[config.mk]
export PLATFORM = sky130hd
export DESIGN_NAME = snd_mixer_n
export DESIGN_NICKNAME = d
export VERILOG_FILES = /design/src/rtl/snd_mixer_n.sv
export SDC_FILE = /design/constraint.sdc
export NUM_CORES = 1
export LEC_CHECK = 0
export ABC_AREA = 1
export BUFFER_PORTS_ARGS = -buffer_cell sky130_fd_sc_hd__buf_2
export CORE_UTILIZATION = 50
export DETAILED_ROUTE_END_ITERATION = 12
export PLACE_DENSITY = 0.77
export SETUP_SLACK_MARGIN = 0.3
export SLEW_MARGIN = 20
export SYNTH_ARGS = -nofsm -noshare
export SYNTH_HDL_FRONTEND = slang
export SYNTH_SLANG_ARGS = --single-unit
[constraint.sdc]
create_clock -name clk_sys -period 5 [get_ports clk_sys]
set_input_delay 0.5 -clock clk_sys [delete_from_list [all_inputs] [get_ports clk_sys]]
set_output_delay 0.5 -clock clk_sys [all_outputs]
set_load 0.005 [all_outputs]
[src/rtl/snd_mixer_n.sv]
// ---------------------------------------------------------------------------
// snd_mixer_n - time-multiplexed N-channel audio mixer.
//
// A sample_cen strobe snapshots every channel input and every gain register,
// then one shared multiplier walks the channels at one channel per clock.
// The scaled sum is emitted as one registered sample.
//
// Handshake: snd_valid is a single-cycle pulse. snd_out is valid in that
// cycle and holds until the next pulse. sample_cen has no ready; it is
// accepted only while busy is low and is dropped otherwise (not queued).
//
// Optional feature macro: SND_MIX_CLAMP_EN. When defined, the output
// saturates to the OUT_W signed range. When undefined, the output keeps the
// low OUT_W bits (two's-complement wrap).
//
// Ports:
//   clk_sys     - system clock (only clock)
//   reset_n     - synchronous active-low reset
//   sample_cen  - one-cycle strobe that starts a mix pass
//   snd_in      - CHANNELS packed signed samples, channel i at [i*IN_W +: IN_W]
//   gain_we     - gain register write enable
//   gain_sel    - channel index for the gain write (>= CHANNELS ignored)
//   gain_din    - unsigned gain, unity = 2^(GAIN_W-1)
//   snd_out     - signed mixed sample, held between passes
//   snd_valid   - one-cycle pulse when snd_out updates
//   busy        - high while a pass is in progress
// ---------------------------------------------------------------------------
module snd_mixer_n #(
    parameter int CHANNELS = 3,
    parameter int IN_W     = 16,
    parameter int GAIN_W   = 8,
    parameter int OUT_W    = 19,
    localparam int SEL_W   = ($clog2(CHANNELS) > 1) ? $clog2(CHANNELS) : 1
) (
    input  logic                       clk_sys,
    input  logic                       reset_n,
    input  logic                       sample_cen,
    input  logic [CHANNELS*IN_W-1:0]   snd_in,
    input  logic                       gain_we,
    input  logic [SEL_W-1:0]           gain_sel,
    input  logic [GAIN_W-1:0]          gain_din,
    output logic signed [OUT_W-1:0]    snd_out,
    output logic                       snd_valid,
    output logic                       busy
);

    localparam int PROD_W = IN_W + GAIN_W + 1;
    localparam int ACC_W  = PROD_W + $clog2(CHANNELS + 1);
    localparam logic [GAIN_W-1:0] GAIN_UNITY = GAIN_W'(1) << (GAIN_W - 1);

    typedef enum logic [1:0] {
        S_IDLE = 2'd0,
        S_ACC  = 2'd1,
        S_OUT  = 2'd2
    } state_t;

    state_t state_q;
    state_t state_d;

    logic        [GAIN_W-1:0] gain      [CHANNELS];
    logic        [GAIN_W-1:0] snap_gain [CHANNELS];
    logic signed [IN_W-1:0]   snap_in   [CHANNELS];
    logic signed [ACC_W-1:0]  acc;
    logic        [SEL_W-1:0]  ch;

    logic                     last_ch;
    logic signed [PROD_W-1:0] in_ext;
    logic signed [PROD_W-1:0] gain_ext;
    logic signed [PROD_W-1:0] prod;
    logic [OUT_W-1:0]         fit_val;

    assign last_ch = (int'(ch) == CHANNELS - 1);
    assign busy    = (state_q != S_IDLE);

    // Next-state logic.
    always_comb begin
        state_d = state_q;
        case (state_q)
            S_IDLE:  if (sample_cen) state_d = S_ACC;
            S_ACC:   if (last_ch)    state_d = S_OUT;
            S_OUT:   state_d = S_IDLE;
            default: state_d = S_IDLE;
        endcase
    end

    // Shared multiplier: signed sample times zero-extended gain.
    always_comb begin
        in_ext   = PROD_W'(snap_in[ch]);
        gain_ext = PROD_W'({1'b0, snap_gain[ch]});
        prod     = in_ext * gain_ext;
    end

`ifdef SND_MIX_CLAMP_EN
    localparam logic signed [ACC_W-1:0] OUT_MAX = ACC_W'((2 ** (OUT_W - 1)) - 1);
    localparam logic signed [ACC_W-1:0] OUT_MIN = ACC_W'(-(2 ** (OUT_W - 1)));
    logic signed [ACC_W-1:0] shifted;

    always_comb begin
        shifted = acc >>> (GAIN_W - 1);
        if (shifted > OUT_MAX) begin
            fit_val = OUT_MAX[OUT_W-1:0];
        end else if (shifted < OUT_MIN) begin
            fit_val = OUT_MIN[OUT_W-1:0];
        end else begin
            fit_val = shifted[OUT_W-1:0];
        end
    end
`else
    // The low OUT_W bits of (acc >>> (GAIN_W-1)) are simply this slice of
    // acc; the accumulator is always wide enough for the slice.
    always_comb begin
        fit_val = acc[GAIN_W-1 +: OUT_W];
    end
`endif

    always_ff @(posedge clk_sys) begin
        if (!reset_n) begin
            state_q   <= S_IDLE;
            acc       <= '0;
            ch        <= '0;
            snd_out   <= '0;
            snd_valid <= 1'b0;
            for (int i = 0; i < CHANNELS; i++) begin
                gain[i]      <= GAIN_UNITY;
                snap_gain[i] <= GAIN_UNITY;
                snap_in[i]   <= '0;
            end
        end else begin
            state_q   <= state_d;
            snd_valid <= 1'b0;

            // Gain write lands on the same edge as a capture; the snapshot
            // below reads the pre-write value, so that pass sees the old gain.
            if (gain_we && (int'(gain_sel) < CHANNELS)) begin
                gain[gain_sel] <= gain_din;
            end

            case (state_q)
                S_IDLE: begin
                    if (sample_cen) begin
                        for (int i = 0; i < CHANNELS; i++) begin
                            snap_in[i]   <= snd_in[i*IN_W +: IN_W];
                            snap_gain[i] <= gain[i];
                        end
                        acc <= '0;
                        ch  <= '0;
                    end
                end
                S_ACC: begin
                    acc <= acc + ACC_W'(prod);
                    ch  <= last_ch ? '0 : ch + SEL_W'(1);
                end
                S_OUT: begin
                    snd_out   <= fit_val;
                    snd_valid <= 1'b1;
                end
                default: ;
            endcase
        end
    end

endmodule
==> results.sh <==
export IMPL_synthArstFlopShare_pct=0
export IMPL_gr_usage_all_layers_pct=25.8
export IMPL_finalHoldViolations=0
export IMPL_cp_end_kind="flip-flop"
export IMPL_multi_input_area_um2=7290
export IMPL_clock_skew_ns=0.0191
export IMPL_clkLatencyLatePin_ns=0.45
export IMPL_fmax_mhz=194
export IMPL_ys_flop_type="edfxtp_1"
export IMPL_tns_ns=-1.18
export IMPL_place_gp_congestion=0.897
export IMPL_seq_area_um2=3930
export IMPL_instances_no_fill=1980
export IMPL_yosysWarnings=0
export IMPL_h_tree_depth=4
export IMPL_place_inst=1924
export IMPL_vias=9794
export IMPL_wl_per_cell_um=14.9
export IMPL_synth_avg_cell_area_um2=8.22
export IMPL_final_cell_area_um2=15000
export IMPL_io_pins=83
export IMPL_synth_cell_types=37
export IMPL_antenna_found_initial=1
export IMPL_slew_violations=0
export IMPL_synthCells=1474
export IMPL_hold_class="in2reg"
export IMPL_max_slew_margin_rel_pct=32.1
export IMPL_firstDrtPassIters=7
export IMPL_cp_max_fo=17
export IMPL_core_um2=23600
export IMPL_drv_cap=0
export IMPL_critical_path_max_stage_delay_ns=0.57
export IMPL_clk_path_buf_depth=2
export IMPL_drive_gt1_share_pct=27.5
export IMPL_synth_fp_nets=1719
export IMPL_critical_path_required_ns=5.39
export IMPL_grtUsageMet2_pct=47.2
export IMPL_postRouteAntennaNets=0
export IMPL_drtIter0Drc=562
export IMPL_setup_viol=15
export IMPL_routed_wl_um=29500
export IMPL_final_util_pct=63.7
export IMPL_worst_setup_path_type="reg2reg"
export IMPL_post_route_min_period_ns=5.17
export IMPL_cts_root_buf="clkbuf_16"
export IMPL_crit_path_frequent_cell="fa_1"
export IMPL_violations="setup timing"
export IMPL_grt_most_used_layer="met2"
export IMPL_post_drt_via_cell_ratio=4.95
export IMPL_fin_crit_sh_pct=103
export IMPL_placed_area_um2=13600
export IMPL_synth_area_leaders="edfxtp_1, fa_1, inv_1"
export IMPL_seq_area_frac_synth_pct=32.4
export IMPL_use_met3_pct=4.33
export IMPL_clock_sinks=148
export IMPL_cp_arrival_ns=5.56
export IMPL_cts_tree="built"
export IMPL_nets=1893
export IMPL_numCtsBuffers=17
export IMPL_clk_pin_slew_ns=0.07
export IMPL_dieArea_um2=24900
export IMPL_crit_chain="buf_12 -> or2_2 -> o211ai_1 -> o21ai_2 -> inv_2 -> nor2_1 -> fa_1 -> fa_1 -> fa_1 -> fa_1 -> inv_2 -> fa_1 -> inv_2 -> ha_4 -> nand2_4 -> inv_1 -> a21oi_2 -> nand2_1 -> nand2_1 -> nand3_1 -> nand2_1 -> nand3_1 -> nand2_1"
export IMPL_yosysTopAreaCellShare_pct=23.8
export IMPL_grt_pass1_wl_um=48900
export IMPL_drc=0
export IMPL_grt_max_degree=45
export IMPL_crit_slowest_cell="fa_1"
export IMPL_dp_hpwl_um=22300
export IMPL_grt_ovfl_total=0
export IMPL_netlist_area_um2=12100
export IMPL_area_growth_pct=24.2
export IMPL_start_util_pct=51.3
export IMPL_globalRouteMet1Util_pct=29.9
export IMPL_n_antenna_cell=0
export IMPL_start_kind="flip-flop"
export IMPL_grt_setup_unrepaired="yes"
export IMPL_io_buffer_count=82
export IMPL_tightest_slew_ns=1.01
export IMPL_status="finished with violations"
export IMPL_setup_ws_ns=-0.167
export IMPL_synth_edf_count=96
export IMPL_synth_seq_cells=148
export IMPL_fillers=1916
export IMPL_die_h_um=158
export IMPL_yosysTopAreaCell="edfxtp_1"
export IMPL_rows=56
export IMPL_die_w_um=158
export IMPL_grt_pass1_vias=10317
## worst max-delay path, delay by kind of cell, from the launching register on
family	cells	cell delay, ns
compound gates	3	0.48
fa+ha+maj	6	2.77
buf+inv	5	0.43
flops	1	0.38
simple gates	9	1.07
## cells in the final DEF, fill, tap and decap left out, drive strengths merged, types with 2 or more instances in the layout
master,count
inv,413
nand2,275
nor2,211
buf,187
fa,125
edfxtp,96
ha,58
dfxtp,52
o21ai,52
a21oi,48
nand3,44
or2,29
o211ai,22
clkbuf,17
nand4,9
nand3b,6
clkinv,5
and2,3
a22o,2
a221oi,2
xor2,2
## cell type report
type | instances | area share, %
clock buffers | 17 | 2.83
clock inverters | 15 | 1.13
repair buffers | 187 | 8.70
flip-flops and latches | 148 | 26.1
multi-input cells | 890 | 48.4
well taps | 319 | 2.65
inverters | 404 | 10.2
## synth_stat cells, types with 3 or more instances
library cell  instances
inv_1               377
nand2_1             267
nor2_1              195
fa_1                125
edfxtp_1             96
ha_1                 58
dfxtp_1              52
a21oi_1              46
nand3_1              42
o21ai_0              27
inv_2                25
buf_2                20
o211ai_1             20
o21ai_2              19
or2_2                17
or2_1                11
nor2_2               10
nand4_1               9
nand2_2               8
buf_4                 6
nand3b_1              6
nor2_4                6
o21ai_1               6
clkbuf_1              5
and2_1                3
## repair_timing
item	CTS	global route
endpoints found under the setup margin	21	21
cloned	1	0
pin swaps	28	17
hold buffers	0	0
buffers inserted	15	8
gates resized for setup	97	65
hold endpoints to repair	0	0
## logic make-up after synthesis
| logic type | Yosys count | share of synthesized area, % |
|---|---|---|
| and+or+nand+nor | 578 | 20.2 |
| buffers and inverters | 436 | 14.0 |
| adders and majority gates | 183 | 26.7 |
| DFF | 148 | 32.4 |
| AOI/OAI and AO/OA | 126 | 6.52 |
| xor gates and xnor gates | 3 | 0.217 |
## final timing paths
kind                             startpoint         end  slack, ns  depth (start not counted)
worst max-delay path              flip-flop     acc[23]      -0.17                         23
worst min-delay path            gain_din[7]  gain[1][7]       0.34                          2
worst max register to register    flip-flop     acc[23]      -0.17                         23
worst min register to register      acc[23]     acc[23]       0.46                          2
## state kept, by name, summed over array words and instances, names as in the netlist, named ones only
| signal | flops |
|---|---|
| snap_in | 48 |
| acc | 26 |
| gain | 24 |
| snap_gain | 24 |
| snd_out | 19 |
| ch | 2 |
| state_q | 2 |
| snd_valid | 1 |
## routing by layer
metal | vias to the layer above | part of all wire, %
met5 | - | 0
met4 | 0 | 2.8
met3 | 70 | 4.1
met2 | 246 | 52
met1 | 4720 | 41
li1 | 4758 | -
## through the flow
| stage | setup WS [ns] | hold slack (ns) |
|---|---|---|
| after detailed placement | -0.233 | 0.443 |
| after global placement | -0.123 | 0.438 |
| final | -0.167 | 0.339 |
| after floorplan | 0.252 | 0.426 |
| after CTS | -0.0844 | 0.328 |
| after global routing | -0.386 | 0.330 |
Power is not shown: default switching activity piles up to over one toggle a cycle in this logic, so the estimate is an artifact.
